===== src/rtl/binary_to_bcd.sv =====
// binary_to_bcd: registered 32-bit binary to two-digit packed BCD with >99 flag
module binary_to_bcd (
  input  logic        clk,
  input  logic        rst_n,
  input  logic [31:0] bin,
  output logic [7:0]  bcd,
  output logic        ovf
);
  logic [71:0] sr;
  // full double-dabble over all 32 bits, ten 4-bit digits land in sr[71:32]
  always_comb begin
    sr = {40'd0, bin};
    for (int i = 0; i < 32; i++) begin
      for (int d = 0; d < 10; d++)
        sr[32+4*d +: 4] = sr[32+4*d +: 4] >= 4'd5 ? sr[32+4*d +: 4] + 4'd3 : sr[32+4*d +: 4];
      sr = sr << 1;
    end
  end
  // single output register; async clear discards any in-flight value
  always_ff @(posedge clk or negedge rst_n) begin
    if (!rst_n) begin
      bcd <= 8'h00;
      ovf <= 1'b0;
    end else begin
      bcd <= sr[39:32];
      ovf <= |sr[71:40];
    end
  end
endmodule


===== config.mk =====
export PLATFORM = sky130hd
export DESIGN_NAME = binary_to_bcd
export DESIGN_NICKNAME = d
export VERILOG_FILES = /design/src/rtl/binary_to_bcd.sv
export SDC_FILE = /design/constraint.sdc
export NUM_CORES = 1
export LEC_CHECK = 0
export CORE_AREA = 2 2 299 212
export CTS_CLUSTER_DIAMETER = 50
export CTS_CLUSTER_SIZE = 10
export DETAILED_ROUTE_END_ITERATION = 16
export DIE_AREA = 0 0 301 214
export GPL_TIMING_DRIVEN = 0
export MAX_ROUTING_LAYER = met4
export PLACE_DENSITY_LB_ADDON = 0.12
export SLEW_MARGIN = 10
export SYNTH_ARGS = -nofsm -noshare
export SYNTH_HDL_FRONTEND = slang
export SYNTH_SLANG_ARGS = --single-unit
export TNS_END_PERCENT = 10

===== constraint.sdc =====
create_clock -name clk -period 0.8 [get_ports clk]
set_clock_uncertainty 0.1 [all_clocks]
set_input_delay 0.16 -clock clk [delete_from_list [all_inputs] [get_ports clk]]
set_output_delay 0.16 -clock clk [all_outputs]
set_load 0.01 [all_outputs]

==> flow_results.xml <==
<?xml version="1.0" encoding="UTF-8"?>
<metrics>
  <group name="synthesis">
    <metric name="synthesis.area" unit="sq um">24400</metric>
    <metric name="synth.top_cell.area_share" unit="%">5.53</metric>
    <metric name="synthesis.area_per_instance" unit="sq um">6.61</metric>
    <metric name="number_of_synthesized_flops_with_an_enable_pin" unit="">0</metric>
    <metric name="synthMostInstantiatedCell" unit="">sky130_fd_sc_hd__nor2_1</metric>
    <metric name="yosys.area.top_type" unit="">sky130_fd_sc_hd__ha_1</metric>
    <metric name="cell_types_with_the_largest_area_share_after_synthesis" unit="">sky130_fd_sc_hd__ha_1 (5.5%), sky130_fd_sc_hd__nor2_1 (5.0%), sky130_fd_sc_hd__a21oi_1 (4.9%), sky130_fd_sc_hd__nand2_1 (4.4%), sky130_fd_sc_hd__o21ai_0 (4.1%)</metric>
    <metric name="mappedNetlistNets" unit="">3837</metric>
    <metric name="yosys_warnings" unit="">0</metric>
    <metric name="synth.yosys.seq_area_share" unit="%">0.921</metric>
    <metric name="synthTopCellsByCount" unit="">sky130_fd_sc_hd__nor2_1 (328), sky130_fd_sc_hd__nand2_1 (286), sky130_fd_sc_hd__a21oi_1 (238)</metric>
    <metric name="syn_inst" unit="">3695</metric>
    <metric name="synth.lib_cells_used.distinct" unit="">149</metric>
    <metric name="yosys_register_bits" unit="">9</metric>
    <metric name="synth-async-reset-ratio" unit="%">100</metric>
    <metric name="synth_ff_type" unit="">sky130_fd_sc_hd__dfrtp_1</metric>
  </group>
  <group name="placement">
    <metric name="detailedPlacementHpwl" unit="mm">55.2</metric>
    <metric name="placement.io_buffers" unit="">31</metric>
    <metric name="finalWeightedCongestion" unit="">0.883</metric>
    <metric name="placed_cells" unit="">4545</metric>
  </group>
  <group name="critical_path">
    <metric name="crit_path_start_kind" unit="">primary input</metric>
    <metric name="critPathKind" unit="">primary input to flop</metric>
    <metric name="critical-path-top-delay-family" unit="">compound AO/OA/AOI/OAI gates</metric>
    <metric name="timing.critical_path.required" unit="ns">0.77</metric>
    <metric name="crit_path_max_incr_delay" unit="ns">0.55</metric>
    <metric name="cp_max_fo" unit="">10</metric>
    <metric name="timing.critical_path.slowest_stage_cell" unit="">sky130_fd_sc_hd__or4_4</metric>
    <metric name="critPathMostFrequentCell" unit="">sky130_fd_sc_hd__ha_4</metric>
    <metric name="end_kind" unit="">flop</metric>
    <metric name="worst_endpoint_data_arrival_time" unit="ns">23.44</metric>
    <metric name="critPathBufInv" unit="">21</metric>
  </group>
  <group name="floorplanning">
    <metric name="floorplan.initialDensity" unit="%">39.9</metric>
    <metric name="io_pins" unit="">43</metric>
    <metric name="placementRows" unit="">76</metric>
    <metric name="fp.dieW" unit="microns">301</metric>
    <metric name="fp.coreArea" unit="sq um">61300</metric>
    <metric name="die-height" unit="microns">214</metric>
    <metric name="design.die.area" unit="sq um">64400</metric>
  </group>
  <group name="sta">
    <metric name="worst_slew_pin_slew" unit="ns">1.16</metric>
    <metric name="maxSlewHeadroom" unit="%">22.0</metric>
    <metric name="setup_viol" unit="">17</metric>
    <metric name="postLayoutSetupSlackWorst" unit="ns">-22.67</metric>
    <metric name="grt_setup_unrepaired" unit="">true</metric>
    <metric name="clock.fmax" unit="GHz">0.0426</metric>
    <metric name="fin_crit" unit="ns">23.47</metric>
    <metric name="hold_violations" unit="">0</metric>
    <metric name="totalNegativeSetupSlack" unit="ns">-151.03</metric>
    <metric name="maxSlewViolCount" unit="">0</metric>
    <metric name="final.period_utilization" unit="%">2930</metric>
  </group>
  <group name="detailed_routing">
    <metric name="detail_route.wirelength" unit="mm">79.6</metric>
    <metric name="dr.pass1.iters" unit="">6</metric>
    <metric name="route.antenna.remaining_nets" unit="">0</metric>
    <metric name="drt-wirelength-per-cell" unit="microns">16.2</metric>
    <metric name="drt-initial-drc-count" unit="">2825</metric>
    <metric name="post-route-drc-count" unit="">0</metric>
    <metric name="routed_via_density" unit="">6.36</metric>
    <metric name="num_vias" unit="">31200</metric>
  </group>
  <group name="cells_and_area">
    <metric name="share_of_final_layout_standard_cells_stronger_than_drive_strength_1" unit="%">29.4</metric>
    <metric name="number_of_standard_cells_in_the_final_layout_excluding_fillers" unit="">4904</metric>
    <metric name="antenna_cells" unit="">0</metric>
    <metric name="nNetsFinal" unit="">4228</metric>
    <metric name="area_delta_synth_final" unit="%">31.3</metric>
  </group>
  <group name="clock_tree">
    <metric name="cts_buffer_depth" unit="">2</metric>
    <metric name="clk_pin_slew" unit="ns">0.04</metric>
    <metric name="ctsHoldBuffers" unit="">0</metric>
    <metric name="cts_tree" unit="">yes</metric>
    <metric name="cts_root_buf" unit="">sky130_fd_sc_hd__clkbuf_16</metric>
    <metric name="cts-buffers-inserted" unit="">3</metric>
    <metric name="clock_sinks" unit="">9</metric>
    <metric name="cts_max_level" unit="">1</metric>
  </group>
  <group name="global_route">
    <metric name="grt_pass1_wl" unit="mm">136</metric>
    <metric name="track_usage" unit="%">24.1</metric>
    <metric name="grt_antenna_before_repair" unit="">0</metric>
    <metric name="first_global_vias" unit="">28000</metric>
    <metric name="grt-ovfl-total" unit="">0</metric>
    <metric name="pin_count_of_the_biggest_net_entering_global_routing" unit="">11</metric>
  </group>
  <group name="run_status">
    <metric name="violations_in_the_final_reports" unit="">setup timing</metric>
    <metric name="outcome" unit="">complete, but fails checks</metric>
  </group>
  <group name="flow_run">
    <metric name="drv.max_cap_violation_count" unit="">0</metric>
  </group>
  <group name="min_path">
    <metric name="hold_path_class" unit="">primary input to asynchronous set/reset pin</metric>
  </group>
</metrics>
per-stage QoR:
| step | hold WS, ns | area [sq um] | worst slack (ns) | util (%) |
|---|---|---|---|---|
| 4_1_cts | 0.147 | 31900 | -21.99 | 52.0 |
| 5_1_grt | 0.185 | 32100 | -24.04 | 52.3 |
| 3_3_place_gp | 0.378 | 26800 | -27.53 | 43.7 |
| 2_1_floorplan | -0.236 | 25500 | -22.65 | - |
| 3_5_place_dp | 0.383 | 26800 | -27.46 | 43.7 |
| 6_report | 0.133 | 32100 | -22.67 | 52.3 |
per-layer routing:
layer  track usage (%)  part of all wire [%]
met5                 -                     0
met2              34.2                    41
met4              1.84                  0.52
met3             0.953                   5.2
met1              38.5                    53
final timing paths:
| check | slack [ns] | startpoint | cells after the start | endpoint |
|---|---|---|---|---|
| worst max-delay path | -22.67 | bin[29] | 131 | ovf$_DFF_PN0_ |
| worst min-delay path | 0.13 | rst_n | 1 | ovf$_DFF_PN0_ |
| max in group asynchronous | 0.17 | rst_n | 1 | bcd[2]$_DFF_PN0_ |
| min in group clk | 0.30 | bin[0] | 1 | bcd[0]$_DFF_PN0_ |
state kept, by name, indices dropped and copies added (netlist names):
name  count
bcd       8
ovf       1
cells in the final DEF, fill, tap and decap left out, types with 26 or more instances in the layout:
master and n:
sky130_fd_sc_hd__ha_4 36, sky130_fd_sc_hd__clkbuf_1 86, sky130_fd_sc_hd__nand4_1 53, sky130_fd_sc_hd__and2_1 48, sky130_fd_sc_hd__a211oi_1 62, sky130_fd_sc_hd__o21ai_1 59, sky130_fd_sc_hd__o22ai_1 36, sky130_fd_sc_hd__mux2i_1 53
sky130_fd_sc_hd__buf_2 44, sky130_fd_sc_hd__nor3_1 130, sky130_fd_sc_hd__nor2_1 301, sky130_fd_sc_hd__nand2_1 262, sky130_fd_sc_hd__a211oi_2 26, sky130_fd_sc_hd__ha_1 49, sky130_fd_sc_hd__mux2_2 27, sky130_fd_sc_hd__or3_1 44
sky130_fd_sc_hd__o21ai_2 26, sky130_fd_sc_hd__nor4_1 37, sky130_fd_sc_hd__nor2b_1 26, sky130_fd_sc_hd__a21o_1 46, sky130_fd_sc_hd__inv_2 47, sky130_fd_sc_hd__o21a_1 44, sky130_fd_sc_hd__a21oi_2 40, sky130_fd_sc_hd__a211o_1 33
sky130_fd_sc_hd__o211ai_1 94, sky130_fd_sc_hd__a21oi_1 199, sky130_fd_sc_hd__o2111ai_1 34, sky130_fd_sc_hd__inv_1 139, sky130_fd_sc_hd__nand3_1 165, sky130_fd_sc_hd__o21ai_0 167, sky130_fd_sc_hd__buf_4 379, sky130_fd_sc_hd__and3_1 55
sky130_fd_sc_hd__nand2b_1 34, sky130_fd_sc_hd__xnor2_1 46, sky130_fd_sc_hd__a31oi_1 53
kinds of logic after synthesis:
kind of cell               after synthesis  synth area share, %
AOI/OAI and AO/OA                     1527                 47.2
and+or+nand+nor                       1427                 29.8
buffers and inverters                  398                 6.60
adders and majority gates              120                 6.03
xor gates and xnor gates               107                 4.66
muxes                                  107                 4.78
DFF                                      9                0.921
area by class of cell:
class	instances	area [sq um]
Tap cell	819	1020
Multi-Input combinational cell	3288	25900
Sequential cell	9	225
Buffer	183	1010
Clock buffer	4	78.8
Fill cell	5883	29200
Inverter	202	771
Timing Repair Buffer	399	3050
what timing repair did:
action                                 in CTS  in global routing
pin swaps                                 297                 17
endpoints found under the hold margin       0                  0
buffers inserted                          355                 14
resized for setup                         555                 21
setup endpoints to repair                  17                 17
Power is left out: the tool's default activity adds up to more than one toggle a clock period on the data nets, which glitch-free logic cannot reach.
